==> config.mk <==
export PLATFORM = sky130hd
export DESIGN_NAME = alu_arbiter
export DESIGN_NICKNAME = d
export VERILOG_FILES = /design/src/rtl/alu_arbiter.sv
export SDC_FILE = /design/constraint.sdc
export NUM_CORES = 1
export LEC_CHECK = 0
export CORE_ASPECT_RATIO = 1.5
export CORE_UTILIZATION = 51
export DETAILED_ROUTE_END_ITERATION = 10
export HOLD_SLACK_MARGIN = 0.15
export PLACE_DENSITY = 0.89
export REMOVE_ABC_BUFFERS = 1
export SETUP_SLACK_MARGIN = 0.5
export SLEW_MARGIN = 20
export SYNTH_ARGS = -nofsm -noshare
export SYNTH_HDL_FRONTEND = slang
export SYNTH_SLANG_ARGS = --single-unit
export TNS_END_PERCENT = 50
==> constraint.sdc <==
create_clock -name clk -period 3.08 [get_ports clk]
set_input_delay 0.616 -clock clk [delete_from_list [all_inputs] [get_ports clk]]
set_output_delay 0.616 -clock clk [all_outputs]
set_load 0.1 [all_outputs]
==> src/rtl/alu_arbiter.sv <==
// Two-requester round-robin arbiter in front of one shared 8-bit ALU.
// Define ALU_ARB_FIXED_PRIO_EN to make requester 0 always win on contention.
module alu_arbiter #(
    parameter int unsigned NUM_REQ = 2
) (
    input  logic               clk,
    input  logic               rst_n,
    input  logic [NUM_REQ-1:0] req_valid,
    output logic [NUM_REQ-1:0] req_ready,
    input  logic [7:0]         req_a0,
    input  logic [7:0]         req_b0,
    input  logic [3:0]         req_sel0,
    input  logic [7:0]         req_a1,
    input  logic [7:0]         req_b1,
    input  logic [3:0]         req_sel1,
    output logic               rsp_valid,
    input  logic               rsp_ready,
    output logic               rsp_id,
    output logic [7:0]         rsp_out,
    output logic               rsp_carry,
    output logic               rsp_zero,
    output logic               rsp_err
);

    typedef enum logic [1:0] {StIdle, StExec, StResp} state_e;

    state_e      state_q, state_d;
    logic        last_grant_q;
    logic        grant;
    logic        any_valid;
    logic        accept;
    logic [7:0]  a_q, b_q;
    logic [3:0]  sel_q;
    logic        id_q;
    logic [8:0]  sum;
    logic [7:0]  alu_out;
    logic        alu_carry;
    logic        alu_err;
    logic [7:0]  out_q;
    logic        carry_q, zero_q, err_q, rid_q;

    // Grant selection: lone requester wins, otherwise the one not served last.
    always_comb begin
        any_valid = |req_valid;
        if (&req_valid) begin
`ifdef ALU_ARB_FIXED_PRIO_EN
            grant = 1'b0;
`else
            grant = ~last_grant_q;
`endif
        end else begin
            grant = req_valid[1];
        end
    end

    assign accept = (state_q == StIdle) && any_valid;

    // State register
    always_ff @(posedge clk or negedge rst_n) begin
        if (!rst_n) begin
            state_q <= StIdle;
        end else begin
            state_q <= state_d;
        end
    end

    // Next-state logic
    always_comb begin
        state_d = state_q;
        unique case (state_q)
            StIdle:  if (any_valid) state_d = StExec;
            StExec:  state_d = StResp;
            StResp:  if (rsp_ready) state_d = StIdle;
            default: state_d = StIdle;
        endcase
    end

    // Output logic
    always_comb begin
        req_ready = '0;
        if (accept) begin
            req_ready[grant] = 1'b1;
        end
        rsp_valid = (state_q == StResp);
    end

    always_ff @(posedge clk or negedge rst_n) begin
        if (!rst_n) begin
            last_grant_q <= 1'b1;
            a_q          <= '0;
            b_q          <= '0;
            sel_q        <= '0;
            id_q         <= 1'b0;
        end else if (accept) begin
            last_grant_q <= grant;
            a_q          <= grant ? req_a1   : req_a0;
            b_q          <= grant ? req_b1   : req_b0;
            sel_q        <= grant ? req_sel1 : req_sel0;
            id_q         <= grant;
        end
    end

    // Shared ALU evaluated on the latched operands
    always_comb begin
        sum       = {1'b0, a_q} + {1'b0, b_q};
        alu_carry = 1'b0;
        alu_err   = (sel_q > 4'h8);
        case (sel_q)
            4'h0: begin
                alu_out   = sum[7:0];
                alu_carry = sum[8];
            end
            4'h1:    alu_out = a_q - b_q;
            4'h2:    alu_out = a_q & b_q;
            4'h3:    alu_out = a_q | b_q;
            4'h4:    alu_out = a_q ^ b_q;
            4'h5:    alu_out = ~a_q;
            4'h6:    alu_out = {a_q[6:0], 1'b0};
            4'h7:    alu_out = {1'b0, a_q[7:1]};
            4'h8:    alu_out = {7'b0, (a_q < b_q)};
            default: alu_out = '0;
        endcase
    end

    // Response registers load in EXEC and hold through RESP
    always_ff @(posedge clk or negedge rst_n) begin
        if (!rst_n) begin
            out_q   <= '0;
            carry_q <= 1'b0;
            zero_q  <= 1'b0;
            err_q   <= 1'b0;
            rid_q   <= 1'b0;
        end else if (state_q == StExec) begin
            out_q   <= alu_out;
            carry_q <= alu_carry;
            zero_q  <= (alu_out == 8'h00);
            err_q   <= alu_err;
            rid_q   <= id_q;
        end
    end

    assign rsp_out   = out_q;
    assign rsp_carry = carry_q;
    assign rsp_zero  = zero_q;
    assign rsp_err   = err_q;
    assign rsp_id    = rid_q;

endmodule

Yosys cells after proc, flatten, opt, wreduce, memory -nomap -nowiden. Cells that the tools add are included.

Add/subtract/negate cells: 2. Order comparisons: 4. Equality and inequality tests: 12. Multiplexer cells: 12. Bitwise logic cells: 5. Reductions and logical operators: 8.

Operator list (number): $pmux 8 s9 (1); $eq 4x3->1 const B (4); $mux 8 (2); $add 8x8->9 (1); $and 8x8->8 (1); $eq 4x2->1 const B (2); $logic_not 8->1 (1); $lt 8x8->1 (1); $not 8->8 (1); $or 8x8->8 (1); $sub 8x8->8 (1); $xor 8x8->8 (1); $mux 2 (3); $pmux 2 s3 (1); $eq 4x1->1 const B (1); $eq 4x4->1 const B (1); $gt 4x4->1 const B (1); $logic_not 4->1 (1); $mux 4 (1); $reduce_and 2->1 (2); $mux 1 (3); $eq 2x1->1 const B (1); $eq 2x2->1 const B (1); $logic_and 1x1->1 (2); 8 further kinds (8).

Bits in registers: 36. Input port bits: 45. Output and inout port bits: 15. Logic and storage cells: 54.

Longest topological paths before layout. Gate-level depths: netlist of run 1.

Depth after elaboration: 7. Mapped depth: 10. Depth with buffers taken out: 10.

Least setup slack after synthesis of run 1. Ideal clock, no wire load.

Kind: input to output. From: input req_valid[0]. To: output req_ready[1]. Arrival: 2.000 ns. Data required time: 2.464 ns. Setup slack: 0.464 ns. Cell stages on the path: 4. Cell sequence: nand2_1 > and3_1 > clkbuf_1 > clkbuf_1.

Word-level cells in the longest chain between the ends: 7.

RTL lines: start: declaration (line 8) `input logic [NUM_REQ-1:0] req_valid,`; $reduce_and 2->1 (line 45) `if (&req_valid) begin`; $mux 1 (line 45); $lt 1x2->1 (implied by the code) or $ge 1x1->1 (tied branches) (line 82) `req_ready[grant] = 1'b1;`; $logic_and 1x1->1 (implied by the code) (line 82); $mux 1 (implied by the code) (line 82); $demux 1 s1 (line 82); $mux 2 (*) (line 81) `if (accept) begin`; end: declaration (line 9) `output logic [NUM_REQ-1:0] req_ready,`.

Mark *: on every way between the ends. The rest lies on a longest branch, timed or not.

Worst setup path after layout of run 1.
From: register a_q[0]. To: register zero_q (netlist: rsp_zero).

Word-level cells in the longest chain between the ends: 3.

RTL lines: start: declaration (line 32) `logic [7:0] a_q, b_q;`; start signal: assignment (line 96) `a_q <= grant ? req_a1 : req_a0;`; $sub 8x8->8 (tied with other cells) (line 113) `4'h1: alu_out = a_q - b_q;`; $pmux 8 s9 (*) (line 108) `case (sel_q)`; $logic_not 8->1 (*) (line 136) `zero_q <= (alu_out == 8'h00);`; end signal: assignment (line 136); end: declaration (line 40) `logic carry_q, zero_q, err_q, rid_q;`.

Marked as above. A chain may end at the register's enable or synchronous reset.

==> summary.txt, run 1 <==
worst-path fanout max: 3
DRC viols: 0
DR vias: 2779
cell mode on critical path: inv_2
# IOs: 60
largest net degree at the start of global routing: 37
Max Freq: 0.388 GHz
hold wc startpoint: id_q
DRT iter0 DRCs: 326
final slew viol count: 0
Yosys cell types: 66
crit-path cells: inv_2, ha_1, inv_2, fa_1, and3b_1, a311o_1, a22oi_2, a21oi_2, nand4b_1, o41ai_2
actual slew at the worst max-slew pin: 0.743 ns
n_diodes: 0
DP HPWL: 5560 µm
crit-path max cell delay: 0.40 ns
Worst Setup End Kind: flop
Primary FF master, synth: dfrtp_1
Mean Syn Cell Area: 9.16 µm²
Area growth, synth to finish: 26.7%
TritonCTS clock tree: done
highest-delay cell along the critical path: dfrtp_1
row count: 33
clk_lat worst skew: 0.29 ns
crit path DAT: 2.78 ns
Routed WL: 7760 µm
clock sinks: 36
fillers: 457
Worst setup SP type: flop
Synth area leader: dfrtp_1
CP Data Required Time: 3.28 ns
routability congestion estimate from global placement: 0.938
Worst Hold Class: flop to flop
clk_skew: 0.00947 ns
Initial DRT Pass Iterations: 6
Yosys top cell area share: 0.302
RSZ-0062 raised after global routing: true
pre-CTS setup slack: 0.470 ns
vias in the first global route: 2621
Max Root-Sink Buffers: 2
CTS H-tree depth: 2
Async SR Flop Fraction: 1.00
Tcrit/Tclk final: 0.837
first-pass GRT wire length: 12500 µm
# nets final: 450
YS warnings: 0
share of cells above drive strength 1: 0.172
post-layout min period: 2.58 ns
most frequent cells in the layout: inv_1 (51), clkdlybuf4s50_1 (44), dfrtp_1 (33), buf_4 (28), ha_1 (22)
fin util: 0.670
Die ar.: 6000 µm²
TritonCTS Buffers: 5
Syn Inst Count: 317
antenna viol nets, final: 0
GRT Util Overall: 0.271
delay-heaviest family, CP: compound AO/OA/AOI/OAI gates
DR vias/cell: 6.20
Post-synth EDFFs: 0
setup tns final: 0 ns
flops & latches, synth: 36
IO Port Bufs: 59
PnR worst setup slack: 0.501 ns
core area: 5490 µm²
Avg WL per Cell: 17.3 µm
clk slew on worst S/H paths: 0.08 ns
Crit. Startpoint: a_q[0]
starting density of the core: 0.529
Setup CP Type: flop to flop
Clock Tree Root: clkbuf_8
FF-to-FF Start: a_q[0]
Post-Syn Area: 2900 µm²
initial antenna violation count: 0
Die Wd: 63.6 µm
total congestion overflow: 0
sequential area share after synthesis: 0.311
# setup viols final: 0
commonest non-fill, non-tap cell in the layout: inv_1
Placed Area: 3530 µm²
die height: 94.4 µm
ranking of synthesized cells by area: dfrtp_1 (30%), ha_1 (11%), a222oi_1 (7.2%)
Max-Cap Viols: 0
relative slew slack: 0.505
Buf/Inv on CP: 2
Final Hold Viols: 0
Final Instance Area: 3680 µm²
Post-CTS Hold Fix Bufs: 0
status: finished, final reports clean
==> kinds of logic after synthesis <==
logic type,Yosys count,synth area share
fa+ha+maj,27,0.122
mux,12,0.0629
simple gates,59,0.113
buf+inv,74,0.105
compound gates,105,0.275
flops,36,0.311
xor+xnor,4,0.0121
==> synthesized netlist by cell type, types with 2 or more instances <==
cell type and count:
buf_6 2, nor3_1 3, nand3_1 4, xor2_1 2
nor4_1 4, ha_1 25, a211oi_1 4, o311ai_0 2
dfrtp_1 35, inv_1 53, a21oi_1 18, a31oi_1 2
nand2_1 12, o21ai_0 15, xnor2_1 2, a21o_1 6
a311o_1 2, buf_2 6, mux2_2 5, o22ai_1 4
nor2b_1 3, o21ai_1 2, a222oi_1 21, a221o_1 2
o211ai_1 4, mux4_2 4, clkbuf_1 11, nand2b_1 6
fa_1 2, o31ai_1 2, o221ai_1 2, o21bai_1 2
a221oi_1 4, nor2_1 14
==> worst reg2reg max path, stage by stage, from the launching register on <==
cell and delay, ns:
dfrtp_1 0.40, inv_2 0.07, ha_1 0.21, inv_2 0.07
fa_1 0.40, and3b_1 0.18, a311o_1 0.29, a22oi_2 0.23
a21oi_2 0.07, nand4b_1 0.24, o41ai_2 0.35
==> layout make-up <==
| type | instances | area (µm²) | area share |
|---|---|---|---|
| repair buffers | 74 | 691 | 0.188 |
| well taps | 70 | 87.6 | 0.0238 |
| multi-input cells | 207 | 1710 | 0.465 |
| clock buffers | 5 | 68.8 | 0.0187 |
| flip-flops and latches | 36 | 905 | 0.246 |
| clock inverters | 2 | 12.5 | 0.00340 |
| inverters | 54 | 203 | 0.0551 |
==> state kept, by name, summed over array words and instances (netlist names) <==
register / flops
a_q: 8
b_q: 8
id_q: 1
last_grant_q: 1
rsp_carry: 1
rsp_err: 1
rsp_id: 1
rsp_out: 8
rsp_zero: 1
sel_q: 4
state_q: 2
==> metrics by stage <==
stage                     instances  hold slack [ns]
final                           448            0.480
after global routing            448            0.512
after CTS                       443            0.483
after detailed placement        435            0.466
after global placement          435            0.458
after floorplan                 297            0.320
==> what timing repair did <==
action / in CTS / in global routing
gates resized for setup: 1 / 8
gates cloned: 0 / 0
setup endpoints to repair: 2 / 4
buffers inserted: 1 / 5
pin swaps: 0 / 6
==> worst paths after layout <==
path	endpoint	slack, ns	cells past startpoint
worst min-delay path	id_q	0.48	1
worst min register to register	id_q	0.48	1
worst max-delay path	rsp_zero	0.50	10
worst max register to register	rsp_zero	0.50	10
max in group asynchronous	sel_q[2]	1.97	2
min in group asynchronous	rsp_err	0.74	2
==> routing by layer <==
metal  part of all wire  GRT usage  wire, µm  vias up
met3              0.063     0.0338       489       23
li1                   -          -         -     1288
met2               0.52      0.478      4030      133
met5                  0          0         0        -
met1               0.38      0.318      2980     1335
met4              0.032      0.142       252        0
Power of run 1 is left out: the tool's default activity adds up to more than one toggle a clock period on the data nets, which glitch-free logic cannot reach.
==> run 2: changes to the inputs <==
--- a/config.mk
+++ b/config.mk
@@ -6,10 +6,10 @@
 export NUM_CORES = 1
 export LEC_CHECK = 0
 export CORE_ASPECT_RATIO = 1.5
-export CORE_UTILIZATION = 51
+export CORE_UTILIZATION = 47
 export DETAILED_ROUTE_END_ITERATION = 10
 export HOLD_SLACK_MARGIN = 0.15
-export PLACE_DENSITY = 0.89
+export PLACE_DENSITY = 0.86
 export REMOVE_ABC_BUFFERS = 1
 export SETUP_SLACK_MARGIN = 0.5
 export SLEW_MARGIN = 20
==> constraint.sdc (replaced) <==
create_clock -name clk -period 2.15 [get_ports clk]
set_input_delay 0.43 -clock clk [delete_from_list [all_inputs] [get_ports clk]]
set_output_delay 0.43 -clock clk [all_outputs]
set_load 0.1 [all_outputs]
==> run 2 against run 1 <==
The flow now finishes with violations (setup timing); cell count grew 15%; hold slack got worse by 0.0012 ns; via count grew 11%; critical path depth did not move; die area increased by 8.3%.
==> summary.txt, run 2 (synthesized netlist as in run 1, its figures left out) <==
TritonCTS clock tree: done (unchanged)
DP HPWL: 6610 µm (was 5560 µm)
TritonCTS Buffers: 5 (unchanged)
post-route insts no fill: 515 (was 448)
Worst Setup End Kind: flop (unchanged)
clk_lat worst skew: 0.30 ns (was 0.29 ns)
Post-CTS Hold Fix Bufs: 0 (unchanged)
largest net degree at the start of global routing: 37 (unchanged)
clk_skew: 0.00628 ns (was 0.00947 ns)
failing checks: setup timing
total congestion overflow: 0 (unchanged)
commonest non-fill, non-tap cell in the layout: buf_4 (was inv_1)
CTS H-tree depth: 2 (unchanged)
DR vias: 3077 (was 2779)
Die ar.: 6500 µm² (was 6000 µm²)
n_diodes: 0 (unchanged)
die height: 98.3 µm (was 94.4 µm)
Routed WL: 9350 µm (was 7760 µm)
hold wc startpoint: id_q (unchanged)
PnR worst setup slack: -0.260 ns (was 0.501 ns)
post-layout min period: 2.41 ns (was 2.58 ns)
DRT iter0 DRCs: 317 (was 326)
Max Root-Sink Buffers: 2 (unchanged)
Final Hold Viols: 0 (unchanged)
clk slew on worst S/H paths: 0.08 ns (about the same)
share of cells above drive strength 1: 0.372 (was 0.172)
relative slew slack: 0.692 (was 0.505)
# setup viols final: 7 (was 0)
Inst Count DP: 494 (was 435)
Area growth, synth to finish: 55.5% (was 26.7%)
Worst Hold Depth: 1 (unchanged)
antenna viol nets, final: 0 (unchanged)
actual slew at the worst max-slew pin: 0.462 ns (was 0.743 ns)
R2R cell count: 10 (unchanged)
R2R Path End: rsp_zero (unchanged)
Reg2Reg Setup Slack: -0.26 ns (was 0.50 ns)
crit path DAT: 2.61 ns (was 2.78 ns)
Max Freq: 0.415 GHz (was 0.388 GHz)
# IOs: 60 (unchanged)
FF-to-FF Start: a_q[0] (unchanged)
Tcrit/Tclk final: 1.12 (was 0.837)
# nets final: 514 (was 450)
Worst Hold Class: flop to flop (unchanged)
Die Wd: 66.2 µm (was 63.6 µm)
core area: 5870 µm² (was 5490 µm²)
most frequent cells in the layout: buf_4 (80), inv_1 (49), clkdlybuf4s50_1 (42), dfrtp_1 (33), a222oi_1 (21) (was inv_1 (51), clkdlybuf4s50_1 (44), dfrtp_1 (33), buf_4 (28), ha_1 (22))
status: finished with violations (was finished, final reports clean)
Initial DRT Pass Iterations: 7 (was 6)
Clock Tree Root: clkbuf_8 (unchanged)
Setup CP Type: flop to flop (unchanged)
final slew viol count: 0 (unchanged)
starting density of the core: 0.494 (was 0.529)
DRC viols: 0 (unchanged)
first-pass GRT wire length: 15300 µm (was 12500 µm)
DR vias/cell: 5.97 (was 6.20)
clock sinks: 36 (unchanged)
Hold Path Sink: id_q (unchanged)
worst-path fanout max: 4 (was 3)
vias in the first global route: 3182 (was 2621)
fillers: 361 (was 457)
initial antenna violation count: 0 (unchanged)
CP Data Required Time: 2.35 ns (was 3.28 ns)
Max-Cap Viols: 0 (unchanged)
RSZ-0062 raised after global routing: true (unchanged)
IO Port Bufs: 59 (unchanged)
Worst setup SP type: flop (unchanged)
Avg WL per Cell: 18.1 µm (was 17.3 µm)
GRT Util Overall: 0.305 (was 0.271)
routability congestion estimate from global placement: 0.972 (was 0.938)
row count: 34 (was 33)
run 2: worst max path at each step:
stage	cells past startpoint	slack, ns	endpoint	startpoint
after floorplan	5	-1.40	a_q[0]	state_q[1]
after global placement	10	-0.30	rsp_zero	a_q[0]
after detailed placement	10	-0.35	rsp_zero	a_q[0]
after CTS	10	-0.23	rsp_zero	a_q[0]
after global routing	10	-0.35	rsp_zero	a_q[0]
final	10	-0.26	rsp_zero	a_q[0]
run 2: metal layers:
| metal | track usage | routed length [µm] | vias up |
|---|---|---|---|
| met3 | 0.0339 | 478 | 35 |
| met5 | 0 | 0 | - |
| li1 | - | - | 1427 |
| met1 | 0.346 | 3480 | 1487 |
| met2 | 0.552 | 5050 | 128 |
| met4 | 0.141 | 336 | 0 |
run 2: cell type report:
class | count | area (µm²) | share of cell area
multi-input combinational | 207 | 1970 | 0.437
timing repair buffer | 138 | 1250 | 0.277
sequential | 36 | 905 | 0.200
inverter | 54 | 203 | 0.0449
tap | 72 | 90.1 | 0.0200
clock buffer | 6 | 82.6 | 0.0183
clock inverter | 2 | 13.8 | 0.00305
run 2: timing repair:
action                                 4_1_cts  5_1_grt
setup endpoints to repair                   18       12
pin swaps                                   18       20
endpoints found under the hold margin        0        0
setup buffers                                7        6
resized for setup                           34       43
run 2: metrics by stage:
step,setup TNS [ns],worst slack (ns),utilization,area (µm²),hold WS (ns)
floorplan,-29.65,-1.40,-,2800,0.134
global placement,-1.07,-0.299,0.682,4000,0.458
detailed placement,-1.38,-0.350,0.682,4000,0.462
CTS,-0.583,-0.228,0.729,4280,0.481
global route,-1.40,-0.353,0.769,4510,0.520
finish,-0.660,-0.260,0.769,4510,0.478
run 2: critical path, stage by stage, from the launching register on:
cell and delay [ns]:
dfrtp_1 0.42, inv_2 0.08, ha_4 0.16, inv_2 0.05, fa_2 0.41, and3b_1 0.17
a311o_1 0.28, a22oi_2 0.22, a21oi_1 0.09, nand4b_1 0.23, o41ai_2 0.22
Power of run 2 is left out for the same reason.
